$ cat config.mk
export PLATFORM = sky130hd
export DESIGN_NAME = cpu_io
export DESIGN_NICKNAME = d
export VERILOG_FILES = /design/src/rtl/cpu_io_pkg.sv /design/src/rtl/cpu_io_timer.sv /design/src/rtl/cpu_io.sv
export SDC_FILE = /design/constraint.sdc
export NUM_CORES = 1
export LEC_CHECK = 0
export BUFFER_PORTS_ARGS = -buffer_cell sky130_fd_sc_hd__buf_4
export CAP_MARGIN = 10
export CORE_UTILIZATION = 35
export DETAILED_ROUTE_END_ITERATION = 8
export PLACE_DENSITY = 0.61
export SLEW_MARGIN = 20
export SYNTH_ARGS = -nofsm -noshare
export SYNTH_HDL_FRONTEND = slang
export SYNTH_SLANG_ARGS = --single-unit
$ cat constraint.sdc
create_clock -name clk -period 2.55 [get_ports clk]
set_clock_uncertainty 0.05 [all_clocks]
set_input_delay 0.51 -clock clk [delete_from_list [all_inputs] [get_ports clk]]
set_output_delay 0.51 -clock clk [all_outputs]
set_load 0.005 [all_outputs]
$ cat src/rtl/cpu_io_pkg.sv
// cpu_io_pkg: shared definitions for the cpu_io memory-mapped responder.
//   - register offsets within the 8-byte window (AD[2:0])
//   - CTRL and STAT bit indices
//   - wait-state phase encoding used by the bus-side FSM
package cpu_io_pkg;

  localparam logic [2:0] REG_TIM_LO  = 3'd0;
  localparam logic [2:0] REG_TIM_HI  = 3'd1;
  localparam logic [2:0] REG_CTRL    = 3'd2;
  localparam logic [2:0] REG_STAT    = 3'd3;
  localparam logic [2:0] REG_SCRATCH = 3'd4;

  localparam int CTRL_EN   = 0;
  localparam int CTRL_AUTO = 1;
  localparam int CTRL_IE   = 2;

  localparam int STAT_TF = 0;

  // Phase of the current bus cycle as seen by the responder.
  typedef enum logic [1:0] {
    WS_IDLE   = 2'd0,  // address outside the window
    WS_STALL  = 2'd1,  // in window, RDY held low
    WS_COMMIT = 2'd2   // in window, RDY high: access completes on this edge
  } wait_phase_t;

endpackage

$ cat src/rtl/cpu_io_timer.sv
// cpu_io_timer: prescaled 16-bit down-counter with reload and timeout flag.
//   clk, rst   : clock, asynchronous active-high reset
//   en         : CTRL.EN, runs prescaler and counter
//   auto_rl    : CTRL.AUTO, reload on underflow instead of stopping
//   ld_lo      : strobe, reload[7:0] <= wd
//   ld_hi      : strobe, reload[15:8] <= wd and counter <= full reload
//   tf_clr     : strobe, clear TF (an underflow on the same edge wins)
//   wd         : write data for the load strobes
//   count      : live counter value
//   tf         : timeout flag
//   en_clr     : one-shot underflow this edge; parent should clear EN
module cpu_io_timer #(
  parameter int PRESCALE = 16
) (
  input  logic        clk,
  input  logic        rst,
  input  logic        en,
  input  logic        auto_rl,
  input  logic        ld_lo,
  input  logic        ld_hi,
  input  logic        tf_clr,
  input  logic [7:0]  wd,
  output logic [15:0] count,
  output logic        tf,
  output logic        en_clr
);

  localparam int PW = (PRESCALE > 1) ? $clog2(PRESCALE) : 1;
  localparam logic [PW-1:0] PS_LAST = PW'(PRESCALE - 1);

  logic [PW-1:0] psc;
  logic [15:0]   reload;
  logic          tick;
  logic          uflow;

  // A TIM_HI load on the same edge swallows the tick.
  assign tick   = en && (psc == PS_LAST) && !ld_hi;
  assign uflow  = tick && (count == 16'h0000);
  assign en_clr = uflow && !auto_rl;

  always_ff @(posedge clk or posedge rst) begin
    if (rst) begin
      psc    <= '0;
      reload <= 16'hFFFF;
      count  <= 16'hFFFF;
      tf     <= 1'b0;
    end else begin
      if (ld_hi) begin
        psc <= '0;
      end else if (en) begin
        psc <= (psc == PS_LAST) ? '0 : psc + 1'b1;
      end

      if (ld_lo) begin
        reload[7:0] <= wd;
      end

      if (ld_hi) begin
        reload[15:8] <= wd;
        count        <= {wd, reload[7:0]};
      end else if (tick) begin
        if (count != 16'h0000) begin
          count <= count - 16'd1;
        end else if (auto_rl) begin
          count <= reload;
        end
      end

      // Set beats clear when both land on the same edge.
      if (uflow) begin
        tf <= 1'b1;
      end else if (tf_clr) begin
        tf <= 1'b0;
      end
    end
  end

endmodule

$ cat src/rtl/cpu_io.sv
// cpu_io: memory-mapped I/O responder on the 65C02 bus.
//   Decodes the window {BASE, 5'b0, AD[2:0]}, returns registered read data
//   one cycle after the commit edge (same as synchronous RAM), inserts
//   WAIT_STATES RDY-low cycles per access, and hosts a prescaled timer
//   driving IRQ.
// Parameters: BASE (address page), WAIT_STATES (0..7), PRESCALE (>=1)
// Ports:
//   clk  : CPU clock            RST : async active-high reset
//   AD   : CPU address          WD  : CPU write data    WE : write enable
//   RD   : registered read data HIT : RD valid this cycle
//   RDY  : combinational stall  IRQ : level interrupt, TF & IE
// Build option: CPU_IO_LATCH_EN adds a TIM_HI snapshot captured by a TIM_LO
//   read, giving atomic 16-bit counter reads in LO-then-HI order.
module cpu_io
  import cpu_io_pkg::*;
#(
  parameter logic [7:0] BASE        = 8'hFE,
  parameter int         WAIT_STATES = 0,
  parameter int         PRESCALE    = 16
) (
  input  logic        clk,
  input  logic        RST,
  input  logic [15:0] AD,
  input  logic [7:0]  WD,
  input  logic        WE,
  output logic [7:0]  RD,
  output logic        HIT,
  output logic        RDY,
  output logic        IRQ
);

  localparam logic [2:0] WS_LAST = 3'(WAIT_STATES);

  // Handshake: the CPU holds AD/WE/WD while RDY=0; an access completes
  // (commits) on exactly one rising edge, the first one where the address
  // is in the window and RDY=1. Leaving the window before that edge
  // abandons the access with no side effects.
  wait_phase_t phase;
  logic        sel;
  logic [2:0]  wcnt;
  logic [2:0]  wcnt_nxt;
  logic        commit;
  logic        wr;
  logic        rd_en;
  logic [2:0]  addr;

  logic [2:0]  ctrl;
  logic [7:0]  scratch;
  logic [7:0]  rdata;

  logic [15:0] count;
  logic        tf;
  logic        en_clr;
  logic        ld_lo;
  logic        ld_hi;
  logic        tf_clr;
  logic        ctrl_wr;

  assign sel  = (AD[15:8] == BASE) && (AD[7:3] == 5'd0);
  assign addr = AD[2:0];

  always_comb begin
    phase    = WS_IDLE;
    RDY      = 1'b1;
    wcnt_nxt = 3'd0;
    if (sel) begin
      if (wcnt != WS_LAST) begin
        phase    = WS_STALL;
        RDY      = 1'b0;
        wcnt_nxt = wcnt + 3'd1;
      end else begin
        phase = WS_COMMIT;
      end
    end
  end

  always_ff @(posedge clk or posedge RST) begin
    if (RST) begin
      wcnt <= 3'd0;
    end else begin
      wcnt <= wcnt_nxt;
    end
  end

  assign commit  = (phase == WS_COMMIT);
  assign wr      = commit && WE;
  assign rd_en   = commit && !WE;
  assign ld_lo   = wr && (addr == REG_TIM_LO);
  assign ld_hi   = wr && (addr == REG_TIM_HI);
  assign ctrl_wr = wr && (addr == REG_CTRL);
  assign tf_clr  = wr && (addr == REG_STAT) && WD[STAT_TF];

  cpu_io_timer #(.PRESCALE(PRESCALE)) u_timer (
    .clk     (clk),
    .rst     (RST),
    .en      (ctrl[CTRL_EN]),
    .auto_rl (ctrl[CTRL_AUTO]),
    .ld_lo   (ld_lo),
    .ld_hi   (ld_hi),
    .tf_clr  (tf_clr),
    .wd      (WD),
    .count   (count),
    .tf      (tf),
    .en_clr  (en_clr)
  );

  // A CTRL write on the underflow edge overrides the one-shot EN clear.
  always_ff @(posedge clk or posedge RST) begin
    if (RST) begin
      ctrl    <= 3'b000;
      scratch <= 8'h00;
    end else begin
      if (ctrl_wr) begin
        ctrl <= WD[2:0];
      end else if (en_clr) begin
        ctrl[CTRL_EN] <= 1'b0;
      end
      if (wr && (addr == REG_SCRATCH)) begin
        scratch <= WD;
      end
    end
  end

`ifdef CPU_IO_LATCH_EN
  logic [7:0] snap;

  always_ff @(posedge clk or posedge RST) begin
    if (RST) begin
      snap <= 8'hFF;
    end else if (rd_en && (addr == REG_TIM_LO)) begin
      snap <= count[15:8];
    end
  end
`endif

  always_comb begin
    rdata = 8'h00;
    case (addr)
      REG_TIM_LO:  rdata = count[7:0];
`ifdef CPU_IO_LATCH_EN
      REG_TIM_HI:  rdata = snap;
`else
      REG_TIM_HI:  rdata = count[15:8];
`endif
      REG_CTRL:    rdata = {5'b00000, ctrl};
      REG_STAT:    rdata = {7'b0000000, tf};
      REG_SCRATCH: rdata = scratch;
      default:     rdata = 8'h00;
    endcase
  end

  always_ff @(posedge clk or posedge RST) begin
    if (RST) begin
      RD  <= 8'h00;
      HIT <= 1'b0;
    end else begin
      HIT <= rd_en;
      if (rd_en) begin
        RD <= rdata;
      end
    end
  end

  assign IRQ = tf & ctrl[CTRL_IE];

endmodule

After elaboration in Yosys (flattened, before gate mapping)
Index checks and enable logic that the tools add are counted.

word-level totals
  register bits after elaboration = 60
  logic and storage cells = 67

operators by class
  add/subtract/negate cells = 3
  equal/unequal tests = 7
  multiplexer cells = 18
  bitwise gates (word level) = 1
  reduce and logical (&&, ||, !) cells = 27

operators with widths
  cell                   number
  $mux 16                4
  $pmux 8 s5             1
  $logic_not 16->1       1
  $reduce_bool 16->1     1
  $sub 16x1->16 const B  1
  $logic_and 1x1->1      13
  $mux 4                 3
  $eq 8x8->1 const B     1
  $reduce_bool 2->1      4
  $eq 3x2->1 const B     2
  $mux 1                 6
  $mux 3                 2
  $reduce_bool 3->1      2
  $logic_not 5->1        1
  $add 4x1->4 const B    1
  $eq 4x4->1 const B     1
  $mux 2                 2
  $add 3x1->3 const B    1
  $eq 3x1->1 const B     1
  $eq 3x3->1 const B     1
  $logic_not 1->1        3
  $logic_not 3->1        1
  $eq 2x2->1 const B     1
  $reduce_and 2->1       1
  $and 1x1->1            1

Logic depth before layout (Yosys ltp)
  depth after elaboration = 12
  gate-level depth with buffers = 8
  mapped depth without buffers = 7

Modules after synthesis
From an unflattened synthesis, not the netlist that was laid out.

unflattened totals
  cells, all modules = 330
  area, all modules = 3,522.1 sq um

modules (own cells, without submodules)
  module        instances  cells an instance  area an instance (sq um)  sequential area each (sq um)
  cpu_io_timer  1          212                2,225.9                   965.9
  cpu_io        1          118                1,296.2                   575.6

Least setup slack after synthesis
No wires, ideal clock.

  kind = input to register
  start point = input AD[4]
  end point = register scratch[0]
  setup time = 125 ps
  data arrival time = 2,460 ps
  setup slack = -85 ps
  stages = 5
  buffers on the path = 0
  cells stage by stage = or4_4 -> nor4_4 -> nand3_4 -> nor4b_4 -> mux2_2

on the way
  word-level cells in the longest chain between the ends = 6

ends and longest elaborated chain
  what                  line           source
  start, declared       cpu_io.sv:23   input logic [15:0] AD,
  $logic_not 5->1       cpu_io.sv:59   assign sel = (AD[15:8] == BASE) && (AD[7:3] == 5'd0);
  $logic_and 1x1->1     cpu_io.sv:59
  $mux 2                cpu_io.sv:66   if (sel) begin
  $eq 2x2->1            cpu_io.sv:85   assign commit = (phase == WS_COMMIT);
  $logic_and 1x1->1     cpu_io.sv:86   assign wr = commit && WE;
  $logic_and 1x1->1     cpu_io.sv:118  if (wr && (addr == REG_SCRATCH)) begin
  end signal, assigned  cpu_io.sv:111  scratch <= 8'h00;
  end signal, assigned  cpu_io.sv:119  scratch <= WD;
  end, declared         cpu_io.sv:48   logic [7:0] scratch;

No other way between the ends.
A chain may end at the register's enable or synchronous reset.

Worst setup path in the final report
  start point = input AD[4]
  end point = output RDY

on the way
  word-level cells in the longest chain between the ends = 3

ends and longest elaborated chain
  what               line          source
  $logic_not 5->1    cpu_io.sv:59
  $logic_and 1x1->1  cpu_io.sv:59
  $mux 1             cpu_io.sv:66
  end, declared      cpu_io.sv:28  output logic RDY,

No other way between the ends.

==> summary.md <==
| Metric | Value |
|---|---|
| Num CTS Buffers | 9 |
| DRT iter0 DRCs | 161 |
| Met1 Track Usage GR | 26.8% |
| Largest net degree at the start of global routing | 51 |
| Postcts setup bufs | 0 |
| Clock-pin slew on the worst setup and hold paths | 0.07 ns |
| Ys Warns | 0 |
| Via density per instance | 5.34 |
| Syn_nets | 374 |
| CP max stage delay | 0.53 ns |
| Crit. End Element | output pin |
| Fin crit period | 2.43 ns |
| Floorplan row count | 35 |
| Peak supply drop | 0.219 mV |
| Gr ovfl total | 0 |
| Final antenna-violating net count | 0 |
| Average cell area after synthesis | 9.88 um2 |
| Post-synthesis sequential area ratio | 45.6% |
| All-Layer GR Usage | 19.3% |
| R2R Path Start | u_timer.count[1]$_DFFE_PP1P_ |
| PostCTS Resize Cnt | 0 |
| Area delta synth->final | 21.7% |
| Max-slew headroom at the worst pin | 62.4% |
| Crit start category | input pin |
| Status | finished, final reports clean |
| Cell area after layout | 4110 um2 |
| Worst R2R Path Depth | 8 |
| Via count | 2796 |
| Nets@finish | 422 |
| Tcrit/Tclk final | 95.1% |
| Slowest cell on crit path | or4_4 |
| Drt first pass iters | 4 |
| DIE AREA | 10100 um2 |
| Initial antenna violation count | 0 |
| Die width | 100 um |
| Post-synth ARST share | 100% |
| Routed WL | 8.79 mm |
| Syn Inst Count | 342 |
| Vias in the first global route | 2767 |
| IO buf count | 37 |
| Pins Over Slew Limit | 0 |
| Post-CTS Hold Buffers | 0 |
| Post-synthesis compound-gate area fraction | 15.7% |
| Fillers | 933 |
| Post-Place Worst Slack | -0.0108 ns |
| WP data required | 1.99 ns |
| Setup-failing EPs final | 0 |
| Diodes inserted | 0 |
| Placed Area | 3920 um2 |
| First-pass GRT wire length | 14.7 mm |
| Critical path peak fanout | 5 |
| Path type of the worst setup path | in -> out |
| Cell Area, Synth | 3380 um2 |
| Most used routing layer | met2 |
| RSZ-0062 raised after global routing | no |
| IO Pins | 38 |
| Commonest non-fill, non-tap cell in the layout | buf_4 |
| R2R Setup Slk | 0.19 ns |
| Most frequent cells in the layout | 59 x buf_4, 40 x nand2_1, 32 x dfstp_2, 28 x dfrtp_1, 25 x a21oi_1 |
| H-tree depth | 3 |
| Worst R2R End | u_timer.count[15]$_DFFE_PP1P_ |
| Remaining DRCs | 0 |
| Gp weighted congestion | 0.932 |
| Layout cells sized above 1 | 34.9% |
| Design Power | 1920 uW |
| Max Cap Viol | 0 |
| TritonCTS clock tree | built |
| Worst-Skew Late Latency | 0.34 ns |
| CP Cell Sequence | buf_4, or4_4, nor4_4, buf_4, nand2b_1, buf_4 |
| Final count of hold timing violations | 0 |
| Final core area utilization | 44.3% |
| Synth Flop Type | dfstp_2 |
| Clock Tree Buf Depth | 2 |
| Post-synthesis mux area share | 10.6% |
| Worst-Margin Slew | 0.558 ns |
| Pleak | 0.00171 uW |
| Pwr dens | 467 nW/um2 |
| Met2 Use GR | 30.1% |
| CORE AREA | 9280 um2 |
| Die height | 100 um |
| Max Clk Rate | 412 MHz |
| Post-synth EDFFs | 0 |
| Simple-gate share of the synthesized area | 21.3% |
| Routed len/inst | 16.8 um |
| Adder-Cell Fraction of Synth Area | 1.85% |
| WP data arrival | 1.87 ns |
| Hold WC Path Type | in -> async |
| Largest family of logic cells by synthesized area | simple AND/OR/NAND/NOR gates |
| XOR/XNOR Fraction of Synth Area | 0.777% |
| PnR worst setup slack | 0.124 ns |
| Synthesis-stage register bit count | 60 |
| Sink Count | 60 |
| Cell mode on critical path | buf_4 |
| DP HPWL | 6.42 mm |
| Library cells used by synthesis | 57 |
| Initial Util | 36.4% |
| GRT met3 Usage | 2.86% |
| Root Driver | clkbuf_8 |
-- cell type report --
cell class / count / area, um2 / area share [%]
Inverter: 10 / 37.5 / 0.913
Tap cell: 129 / 161 / 3.92
Clock inverter: 5 / 51.3 / 1.25
Clock buffer: 11 / 141 / 3.44
Sequential cell: 60 / 1540 / 37.5
Multi-Input combinational cell: 248 / 1700 / 41.3
Timing Repair Buffer: 61 / 483 / 11.7
-- report_power, final --
group | internal [uW] | switching (uW) | total (uW)
registers | 957 | 2.16 | 959
clock network | 471 | 380 | 852
logic | 46.9 | 61.4 | 108
-- state kept, by name (all words and copies together) (netlist names) --
| signal | count |
|---|---|
| ctrl | 3 |
| u_timer.reload | 16 |
| scratch | 8 |
| HIT | 1 |
| u_timer.tf | 1 |
| wcnt | 3 |
| u_timer.count | 16 |
| RD | 8 |
| u_timer.psc | 4 |
-- per-layer routing --
| metal | routed length (um) | part of all wire, % |
|---|---|---|
| met3 | 408 | 4.6 |
| met5 | 0 | 0 |
| met2 | 4170 | 48 |
| met1 | 4050 | 46 |
| met4 | 149 | 1.7 |
-- kinds of logic after synthesis --
kind of cell	Yosys count
buffers and inverters	34
flip-flops	60
adder cells (fa/ha/maj)	5
multiplexers	33
AO/OA/AOI/OAI	82
XOR/XNOR	3
AND/OR/NAND/NOR	125
-- worst max-delay path by stage --
| stage | cells after the start | to | slack [ns] | from |
|---|---|---|---|---|
| finish | 6 | RDY | 0.12 | AD[4] |
| global route | 6 | RDY | 0.05 | AD[4] |
| CTS | 6 | RDY | 0.11 | AD[4] |
| detailed placement | 7 | scratch[5]$_DFFE_PP0P_ | -0.01 | AD[4] |
| global placement | 7 | scratch[0]$_DFFE_PP0P_ | -0.001 | AD[4] |
| floorplan | 8 | ctrl[0]$_DFFE_PP0P_ | 0.03 | u_timer.count[0]$_DFFE_PP1P_ |
-- stage by stage --
stage          setup TNS, ns  hold slack [ns]  instances
2_1_floorplan              0            0.382        342
3_3_place_gp        -0.00269            0.399        508
3_5_place_dp         -0.0352            0.399        508
4_1_cts                    0           0.0334        524
5_1_grt                    0           0.0449        524
6_report                   0           0.0388        524
-- Yosys cell counts, types with 3 or more instances --
master	instances	area share (%)
nor4_4	3	1.9
nor2_1	19	2.1
nor2b_1	6	1.1
a21oi_1	25	3.7
nor3_1	11	1.6
o31ai_1	7	1.6
inv_1	10	1.1
dfstp_2	32	25
mux2i_1	11	3.3
or4_1	3	0.67
and2_1	4	0.74
o21ai_0	18	2.7
clkbuf_1	20	2.2
or3_1	4	0.74
nand3_1	4	0.59
a211o_1	3	0.78
nand2_1	40	4.4
a31oi_1	3	0.56
ha_1	5	1.9
mux2_2	22	7.3
nand4_1	7	1.3
o2bb2ai_1	6	1.6
nor4_1	6	1.1
dfrtp_1	28	21
nand2b_1	6	1.1
-- worst max-delay path, delay by kind of cell --
| kind | cells | cell delay (ns) |
|---|---|---|
| simple gates | 3 | 0.90 |
| buf+inv | 3 | 0.45 |
Power figures use the tool's default switching activity.
